## src/rtl/to_lower_stream_if.sv

```systemverilog
// Byte-stream handshake bundle: upstream input side and downstream output side.
interface to_lower_stream_if;
  logic       in_valid;
  logic [7:0] in_data;
  logic       in_ready;
  logic       out_valid;
  logic [7:0] out_data;
  logic       out_ready;

  modport slave  (input  in_valid, in_data, out_ready,
                  output in_ready, out_valid, out_data);
  modport master (output in_valid, in_data, out_ready,
                  input  in_ready, out_valid, out_data);
endinterface

```

## src/rtl/to_lower_stream.sv

```systemverilog
// Buffered ASCII lowercase converter: converts at accept time, queues results
// in a small FIFO, and keeps wrapping/saturating byte statistics.
module to_lower_stream #(
  parameter int DEPTH = 4,
  parameter int CW    = 16
) (
  input  logic             clk,
  input  logic             rst_n,
  to_lower_stream_if.slave s,
  input  logic             conv_en,
  input  logic             cnt_clr,
  output logic [CW-1:0]    byte_count,
  output logic [CW-1:0]    conv_count
);
  localparam int AW = (DEPTH > 1) ? $clog2(DEPTH) : 1;
  localparam int OW = $clog2(DEPTH + 1);

  logic [7:0]    mem_q [DEPTH];
  logic [AW-1:0] rd_q, rd_d, wr_q, wr_d;
  logic [OW-1:0] occ_q, occ_d;
  logic          arm_q;
  logic [CW-1:0] byte_q, byte_d, conv_q, conv_d;
  logic          acc, emit, hit;
  logic [7:0]    cdata;

  // arm_q holds in_ready low through reset and releases it on the first edge after
  assign s.in_ready   = arm_q && (occ_q < OW'(DEPTH));
  assign s.out_valid  = (occ_q != '0);
  assign s.out_data   = s.out_valid ? mem_q[rd_q] : 8'h00;
  assign byte_count   = byte_q;
  assign conv_count   = conv_q;

  assign acc  = s.in_valid  && s.in_ready;
  assign emit = s.out_valid && s.out_ready;

  always_comb begin
    hit    = conv_en && (s.in_data >= 8'd65) && (s.in_data <= 8'd90);
    cdata  = hit ? (s.in_data + 8'd32) : s.in_data;
    rd_d   = emit ? (rd_q + AW'(1)) : rd_q;
    wr_d   = acc  ? (wr_q + AW'(1)) : wr_q;
    occ_d  = occ_q;
    case ({acc, emit})
      2'b10:   occ_d = occ_q + OW'(1);
      2'b01:   occ_d = occ_q - OW'(1);
      default: occ_d = occ_q;
    endcase
    byte_d = byte_q;
    conv_d = conv_q;
    if (cnt_clr) begin
      byte_d = '0;
      conv_d = '0;
    end else if (acc) begin
      byte_d = byte_q + CW'(1);
      if (hit && (conv_q != '1)) conv_d = conv_q + CW'(1);
    end
  end

  always_ff @(posedge clk or negedge rst_n) begin
    if (!rst_n) begin
      rd_q   <= '0;
      wr_q   <= '0;
      occ_q  <= '0;
      arm_q  <= 1'b0;
      byte_q <= '0;
      conv_q <= '0;
    end else begin
      rd_q   <= rd_d;
      wr_q   <= wr_d;
      occ_q  <= occ_d;
      arm_q  <= 1'b1;
      byte_q <= byte_d;
      conv_q <= conv_d;
    end
  end

  // Storage needs no reset: out_data is masked whenever the FIFO is empty
  always_ff @(posedge clk) begin
    if (acc) mem_q[wr_q] <= cdata;
  end
endmodule

```

## src/flat_wrapper.sv

```systemverilog
// flat-port wrapper written by rule: the top's interface ports become plain ports
module to_lower_stream_flat 
#(
  parameter int DEPTH = 4,
  parameter int CW    = 16
)
  (clk, rst_n, conv_en, cnt_clr, byte_count, conv_count, s_in_valid, s_in_data, s_out_ready, s_in_ready, s_out_valid, s_out_data);
  to_lower_stream_if s_i ();
  input  logic clk;
  input  logic rst_n;
  input  logic conv_en;
  input  logic cnt_clr;
  output logic [CW-1:0] byte_count;
  output logic [CW-1:0] conv_count;
  input wire logic [$bits(s_i.in_valid)-1:0] s_in_valid;
  input wire logic [$bits(s_i.in_data)-1:0] s_in_data;
  input wire logic [$bits(s_i.out_ready)-1:0] s_out_ready;
  output wire logic [$bits(s_i.in_ready)-1:0] s_in_ready;
  output wire logic [$bits(s_i.out_valid)-1:0] s_out_valid;
  output wire logic [$bits(s_i.out_data)-1:0] s_out_data;
  assign s_i.in_valid = s_in_valid;
  assign s_i.in_data = s_in_data;
  assign s_i.out_ready = s_out_ready;
  assign s_in_ready = s_i.in_ready;
  assign s_out_valid = s_i.out_valid;
  assign s_out_data = s_i.out_data;
  to_lower_stream #(.DEPTH(DEPTH), .CW(CW)) u_core (.clk(clk), .rst_n(rst_n), .s(s_i), .conv_en(conv_en), .cnt_clr(cnt_clr), .byte_count(byte_count), .conv_count(conv_count));
endmodule
```

## config.mk

```make
export PLATFORM = sky130hd
export DESIGN_NAME = to_lower_stream_flat
export DESIGN_NICKNAME = d
export VERILOG_FILES = /design/src/rtl/to_lower_stream_if.sv /design/src/rtl/to_lower_stream.sv /design/src/flat_wrapper.sv
export SDC_FILE = /design/constraint.sdc
export NUM_CORES = 1
export LEC_CHECK = 0
export CORE_UTILIZATION = 50
export DETAILED_ROUTE_END_ITERATION = 12
export PLACE_DENSITY = 0.86
export SETUP_SLACK_MARGIN = 0.05
export SYNTH_ARGS = -nofsm -noshare
export SYNTH_HDL_FRONTEND = slang
export SYNTH_SLANG_ARGS = --single-unit
```

## constraint.sdc

```tcl
create_clock -name clk -period 2.55 [get_ports clk]
set_input_delay 0.51 -clock clk [delete_from_list [all_inputs] [get_ports clk]]
set_output_delay 0.51 -clock clk [all_outputs]
set_load 0.02 [all_outputs]
```

==> flow_summary.yaml, run 1 <==
clocking:
  root_buffer: "clkbuf_8"
  cts_setup_buffers: 0
  clkTransAtPathRegs_ns: 0.08
  clk_latency_ns: 0.35
  h-tree-depth: 3
  cts_tree: "done"
  cts.sinks: 72
  cts_buffer_depth: 2
  numCtsBuffers: 9
timing:
  setup_tns_ns: 0
  hold_violations: 0
  period_needed_ns: 2.370
  fmax_mhz: 421.9
  relSlewSlack_pct: 41.05
  rsz0062_at_grt: "no"
  worst_pin_slew_ns: 0.8843
  fin_ws_ns: 0.1795
  final_max_slew_viol_count: 0
  finalSetupViolCount: 0
  fin_crit_sh_pct: 92.96
  skew_ns: 0.01583
global_routing:
  gr-max-usage-layer: "met2"
  grt_usage_pct: 20.68
  grt_first_pass_wirelength_um: 11280
  met2_usage_pct: 33.83
  use_met3_pct: 5.341
  antenna_found_initial: 0
  grt.met1_usage_pct: 26.48
  grt_max_degree: 41
  grt_pass1_vias: 2339
  overflow: 0
outcome:
  violations: "design-rule violations"
  outcome: "finished with violations"
logic_synthesis:
  synth_top_area_share_pct: 29.73
  synth_top_area_cell: "dfrtp_1"
  synth_area_sq_um: 3367
  synth_cell_types: 42
  yosysMostFrequentCell: "dfrtp_1"
  synth_seq_cells: 72
  syn_area_per_cell_sq_um: 12.02
  synthesis.nets: 303
  ys_top_cells_by_count: "40 x dfrtp_1, 32 x edfxtp_1, 21 x nor2_1"
  synth_edf_count: 32
  synthFlopType: "dfrtp_1"
  yosysSeqAreaShare_pct: 58.27
  synthTopCellsByArea: "dfrtp_1 30%, edfxtp_1 29%, mux4_2 5.4%, ha_1 3.0%, and2_1 2.8%"
  async_flop_share_pct: 55.56
  synthCells: 280
  yosysWarnings: 0
floorplanning:
  pin_count: 56
  coreArea_sq_um: 6422
  start_util_pct: 52.43
  row_count: 29
  die_w_um: 84.06
  die_h_um: 84.06
  dieArea_sq_um: 7066
route:
  drc: 3
  first_pass_iters: 8
  wl_um: 6720
  vias_per_cell: 5.470
  num_vias: 2341
  ant_nets: 0
  wl_per_cell_um: 15.70
  drt-initial-drc-count: 132
layout:
  finish.utilization_pct: 66.61
  drive_gt1_share_pct: 10.26
  areaGrowthSynthToFinish_pct: 27.05
  fin_cells: 428
  nets: 369
  antenna_cells: 0
setup_path:
  rr_endpoint: "u_core.conv_count[11]$_DFFE_PN0P_"
  worstSetupPathType: "reg -> reg"
  crit_path_end_kind: "flop"
  worstPathRequired_ns: 2.77
  rrSetupSlack_ns: 0.18
  r2r_cells: 6
  critPathMaxFanout: 6
  worstPathArrival_ns: 2.60
  r2r_start: "u_core.conv_count[0]$_DFFE_PN0P_"
  startpoint_type: "flop"
placed_design:
  globalplace.congestion: 0.7819
  portBuffers: 55
  dp_hpwl_um: 4567
  post-place-ws_ns: -0.005792
  dp_cells: 412
power:
  p_leak_nw: 1.660
  ir_worst_vdd_mv: 0.3347
  powerDensity_nw_per_um2: 772.3
job:
  cap_violations: 0
min_path:
  hold_path.class: "in -> async"
## power by group
group | switching, W | total [W] | internal, W
clock network | 0.000417 | 0.00106 | 0.000642
logic | 0.000429 | 0.000843 | 0.000414
registers | 0.0000842 | 0.00140 | 0.00132
## registers in the layout (all words and copies together) (netlist names)
signal             cells
u_core.wr_q            2
u_core.mem_q          32
u_core.occ_q           3
u_core.rd_q            2
u_core.conv_count     16
u_core.byte_count     16
u_core.arm_q           1
## layout make-up
class	count	area [sq um]
clock buffers	9	123.9
clock inverters	7	110.1
fillers	457	2145
inverters	10	37.54
multi-input cells	186	1306
flip-flops and latches	72	1962
well taps	77	96.34
repair buffers	67	641.9
## timing repair
item,4_1_cts,5_1_grt
setup endpoints to repair,8,0
hold buffers,0,0
resized for setup,9,0
## worst max-delay path by stage
| stage | start | endpoint | depth (start not counted) |
|---|---|---|---|
| after detailed placement | conv_en | u_core.conv_count[11]$_DFFE_PN0P_ | 6 |
| after CTS | u_core.rd_q[0]$_DFFE_PN0P_ | s_out_data[4] | 4 |
| after global placement | s_in_data[2] | u_core.conv_count[1]$_DFFE_PN0P_ | 7 |
| after global routing | u_core.conv_count[0]$_DFFE_PN0P_ | u_core.conv_count[11]$_DFFE_PN0P_ | 6 |
| after floorplan | u_core.conv_count[0]$_DFFE_PN0P_ | u_core.conv_count[10]$_DFFE_PN0P_ | 7 |
| final | u_core.conv_count[0]$_DFFE_PN0P_ | u_core.conv_count[11]$_DFFE_PN0P_ | 6 |
## metal layers
metal	share of wire, %	vias up
li1	-	1140
met1	46	1136
met2	48	55
met3	4.4	10
met4	1.7	0
met5	0	-
## placed cells by master (no fill, tap or decap), types with 2 or more instances in the layout
master            n
a21oi_1          17
and2_1           15
and3_1            3
buf_4            10
bufinv_16         3
clkbuf_8          9
clkdlybuf4s50_1  46
clkinv_1          3
dfrtp_1          40
dlygate4sd2_1     8
edfxtp_1         32
ha_1              8
inv_1            10
mux2_1            4
mux2i_1           2
mux4_2            8
nand2_1          14
nand3_1          11
nand4_1           6
nor2_1           21
nor2b_1           4
nor3_1            6
nor4_1            2
o21ai_0           7
o21ai_1          10
or3_1            14
or4_1             2
xnor2_1           8
xor2_1            9
## worst max-delay path: stages (launching register included)
cell and delay, ns:
dfrtp_1 0.47, ha_1 0.29, and3_1 0.23, and4_4 0.20
a211o_1 0.38, nor3_1 0.32, mux2_1 0.37
## logic make-up after synthesis
logic type / share of synthesized area [%]
adders and majority gates: 3.568
xor gates and xnor gates: 4.422
AOI/OAI and AO/OA: 6.503
and+or+nand+nor: 16.91
other: 0.1114
muxes: 7.283
buffers and inverters: 2.936
DFF: 58.27
## metrics by stage
stage                     power, W  area [sq um]  hold slack (ns)
final                     0.003304          4278           0.2746
after global routing      0.003467          4278           0.3402
after CTS                 0.003339          4278           0.2945
after detailed placement  0.002341          4050           0.4967
after global placement    0.002302          4050           0.4932
after floorplan           0.001989          3367           0.2144
(Power assumes the default switching activity.)
==> run 2: changes to the inputs <==
CORE_UTILIZATION = 40   (was 50)
PLACE_DENSITY = 0.73   (was 0.86)
==> run 2 against run 1 <==
Net effect:
- the run now ends clean
- clock skew shrank 0.0062 ns
- core utilization shrank 14 points
- register-to-register slack gained 0.11 ns
- die area grew 24%
- non-clock buffer count is the same
- sequential share of layout area shrank 0.32 points
- maximum frequency grew 0.16%
- largest cell class unchanged
- largest power group unchanged
==> flow_summary.yaml, run 2 (synthesis gave the netlist of run 1 again) <==
setup_path:
  max_stage_delay_ns: 0.50
  crit_path_end_kind: "output pin"
  worstPathCellList: "buf_12 > mux4_2 > and2_1 > dlygate4sd2_1"
  rr_endpoint: "u_core.conv_count[4]$_DFFE_PN0P_"
  path_depth: 4
  r2r_start: "u_core.conv_count[1]$_DFFE_PN0P_"
  worstSetupPathType: "reg -> out"
  startpoint_type: "flop"
  crit_family: "multiplexers"
  r2r_cells: 7
  crit_start: "u_core.rd_q[0]$_DFFE_PN0P_"
  rrSetupSlack_ns: 0.29
  worstPathArrival_ns: 1.86
  crit_buf_inv: 2
  slowest_stage: "mux4_2"
  crit_end: "s_out_data[5]"
  worstPathRequired_ns: 2.04
  critPathMaxFanout: 10
power:
  pwr-share-clk_pct: 30.3
  p_comb_share_pct: 26.4
  seqPwrFrac_pct: 43.3
  p_leak_nw: 1.660
  swShare_pct: 29.00
  ir_worst_vdd_mv: 0.3238
  powerDensity_nw_per_um2: 750.1
  p_sw_w: 0.0009370
  internal_power_w: 0.002294
outcome:
  outcome: "complete, no violations"
min_path:
  hold_path.class: "in -> async"
timing:
  hold_violations: 0
  holdWs_ns: 0.3007
  final_max_slew_viol_count: 0
  fmax_mhz: 422.5
  period_needed_ns: 2.367
  finalSetupViolCount: 0
  rsz0062_at_grt: "no"
  fin_crit_sh_pct: 92.81
  relSlewSlack_pct: 38.77
  fin_ws_ns: 0.1834
  skew_ns: 0.009611
  worst_pin_slew_ns: 0.9185
placed_design:
  globalplace.congestion: 0.8039
  dp_hpwl_um: 4601
  post-place-ws_ns: -0.03403
  dpl_cell_area_sq_um: 4098
  portBuffers: 55
clocking:
  root_buffer: "clkbuf_8"
  clkTransAtPathRegs_ns: 0.07
  clk_latency_ns: 0.35
  numCtsBuffers: 9
  cts.sinks: 72
  cts_buffer_depth: 2
  cts_setup_buffers: 0
  cts_tree: "done"
  h-tree-depth: 3
floorplanning:
  die_h_um: 93.75
  pin_count: 56
  dieArea_sq_um: 8788
  coreArea_sq_um: 8175
  row_count: 33
  die_w_um: 93.75
  start_util_pct: 41.18
route:
  ant_nets: 0
  first_pass_iters: 4
  drt-initial-drc-count: 67
  drc: 0
  wl_per_cell_um: 14.80
  wl_um: 6751
  num_vias: 2361
  vias_per_cell: 5.178
layout:
  antenna_cells: 0
  layout_common_cells: "46 x clkdlybuf4s50_1, 40 x dfrtp_1, 32 x edfxtp_1"
  largest_register: "u_core.mem_q"
  final_common_cell: "clkdlybuf4s50_1"
  nets: 369
  areaGrowthSynthToFinish_pct: 27.94
  largest_register_ffs: 32
  drive_gt1_share_pct: 11.11
  fin_area_sq_um: 4308
global_routing:
  antenna_found_initial: 0
  grt_max_degree: 41
  grt_usage_pct: 17.04
  grt_first_pass_wirelength_um: 11360
  overflow: 0
  grt_pass1_vias: 2298
job:
  cap_violations: 0
-- run 2: changes by cell type in the layout (fill, tap and decap cells not counted) --
cell       delta
clkinv_1      -3
buf_6         -1
bufinv_16     -1
buf_12        +1
clkinv_2      +2
clkinv_4      +2
-- run 2: worst min-delay path by stage --
stage                                                    to  slack (ns)  cells past startpoint
after detailed placement        u_core.occ_q[0]$_DFFE_PN0P_        0.50                      1
after floorplan                      u_core.arm_q$_DFF_PN0_        0.21                      0
after global placement          u_core.occ_q[0]$_DFFE_PN0P_        0.48                      1
final                      u_core.conv_count[6]$_DFFE_PN0P_        0.30                      1
after CTS                 u_core.conv_count[11]$_DFFE_PN0P_        0.31                      1
after global routing      u_core.conv_count[13]$_DFFE_PN0P_        0.36                      1
-- run 2: what timing repair did --
item | in CTS | in global routing
hold buffers | 0 | 0
endpoints found under the setup margin | 8 | 0
resized for setup | 8 | 0
-- run 2: through the flow --
step	std cells	TNS, ns	util, %	total power (W)
final	456	0	52.69	0.003231
after global routing	456	0	52.69	0.003435
after floorplan	280	0	-	0.001989
after detailed placement	440	-0.1762	50.12	0.002367
after CTS	456	0	52.69	0.003297
after global placement	440	0	50.12	0.002336
-- run 2: area by class of cell --
cell class / count / area [sq um]
tap: 105 / 131.4
inverter: 10 / 37.54
timing repair buffer: 67 / 650.6
multi-input combinational: 186 / 1306
fill: 714 / 3867
clock inverter: 7 / 96.34
sequential: 72 / 1962
clock buffer: 9 / 123.9
-- run 2: layer usage --
layer | routed length, um | GRT usage, % | share of wire [%]
met5 | 0 | 0 | 0
met4 | 88 | 5.897 | 1.3
met3 | 316 | 5.016 | 4.7
met2 | 3271 | 26.22 | 48
met1 | 3075 | 22.97 | 46
-- run 2: power groups by stage --
stage | Sequential [W] | Combinational (W) | Clock, W
after floorplan | 0.00138 | 0.000607 | 0
after global placement | 0.00142 | 0.000917 | 0
after detailed placement | 0.00143 | 0.000940 | 0
after CTS | 0.00140 | 0.000876 | 0.00102
after global routing | 0.00141 | 0.000961 | 0.00106
final | 0.00140 | 0.000854 | 0.000979
-- run 2: worst register-to-register path: cells and delay by family, from the launching register on --
family | cells | cell delay, ns
buf+inv | 1 | 0.19
fa+ha+maj | 1 | 0.26
compound gates | 2 | 0.53
simple gates | 3 | 0.78
flops | 1 | 0.44
==> run 3: changes to the inputs <==
CAP_MARGIN = 15   (was unset)
==> results of run 3 <==
The final DEF is identical to that of run 2; final timing and power are the same.
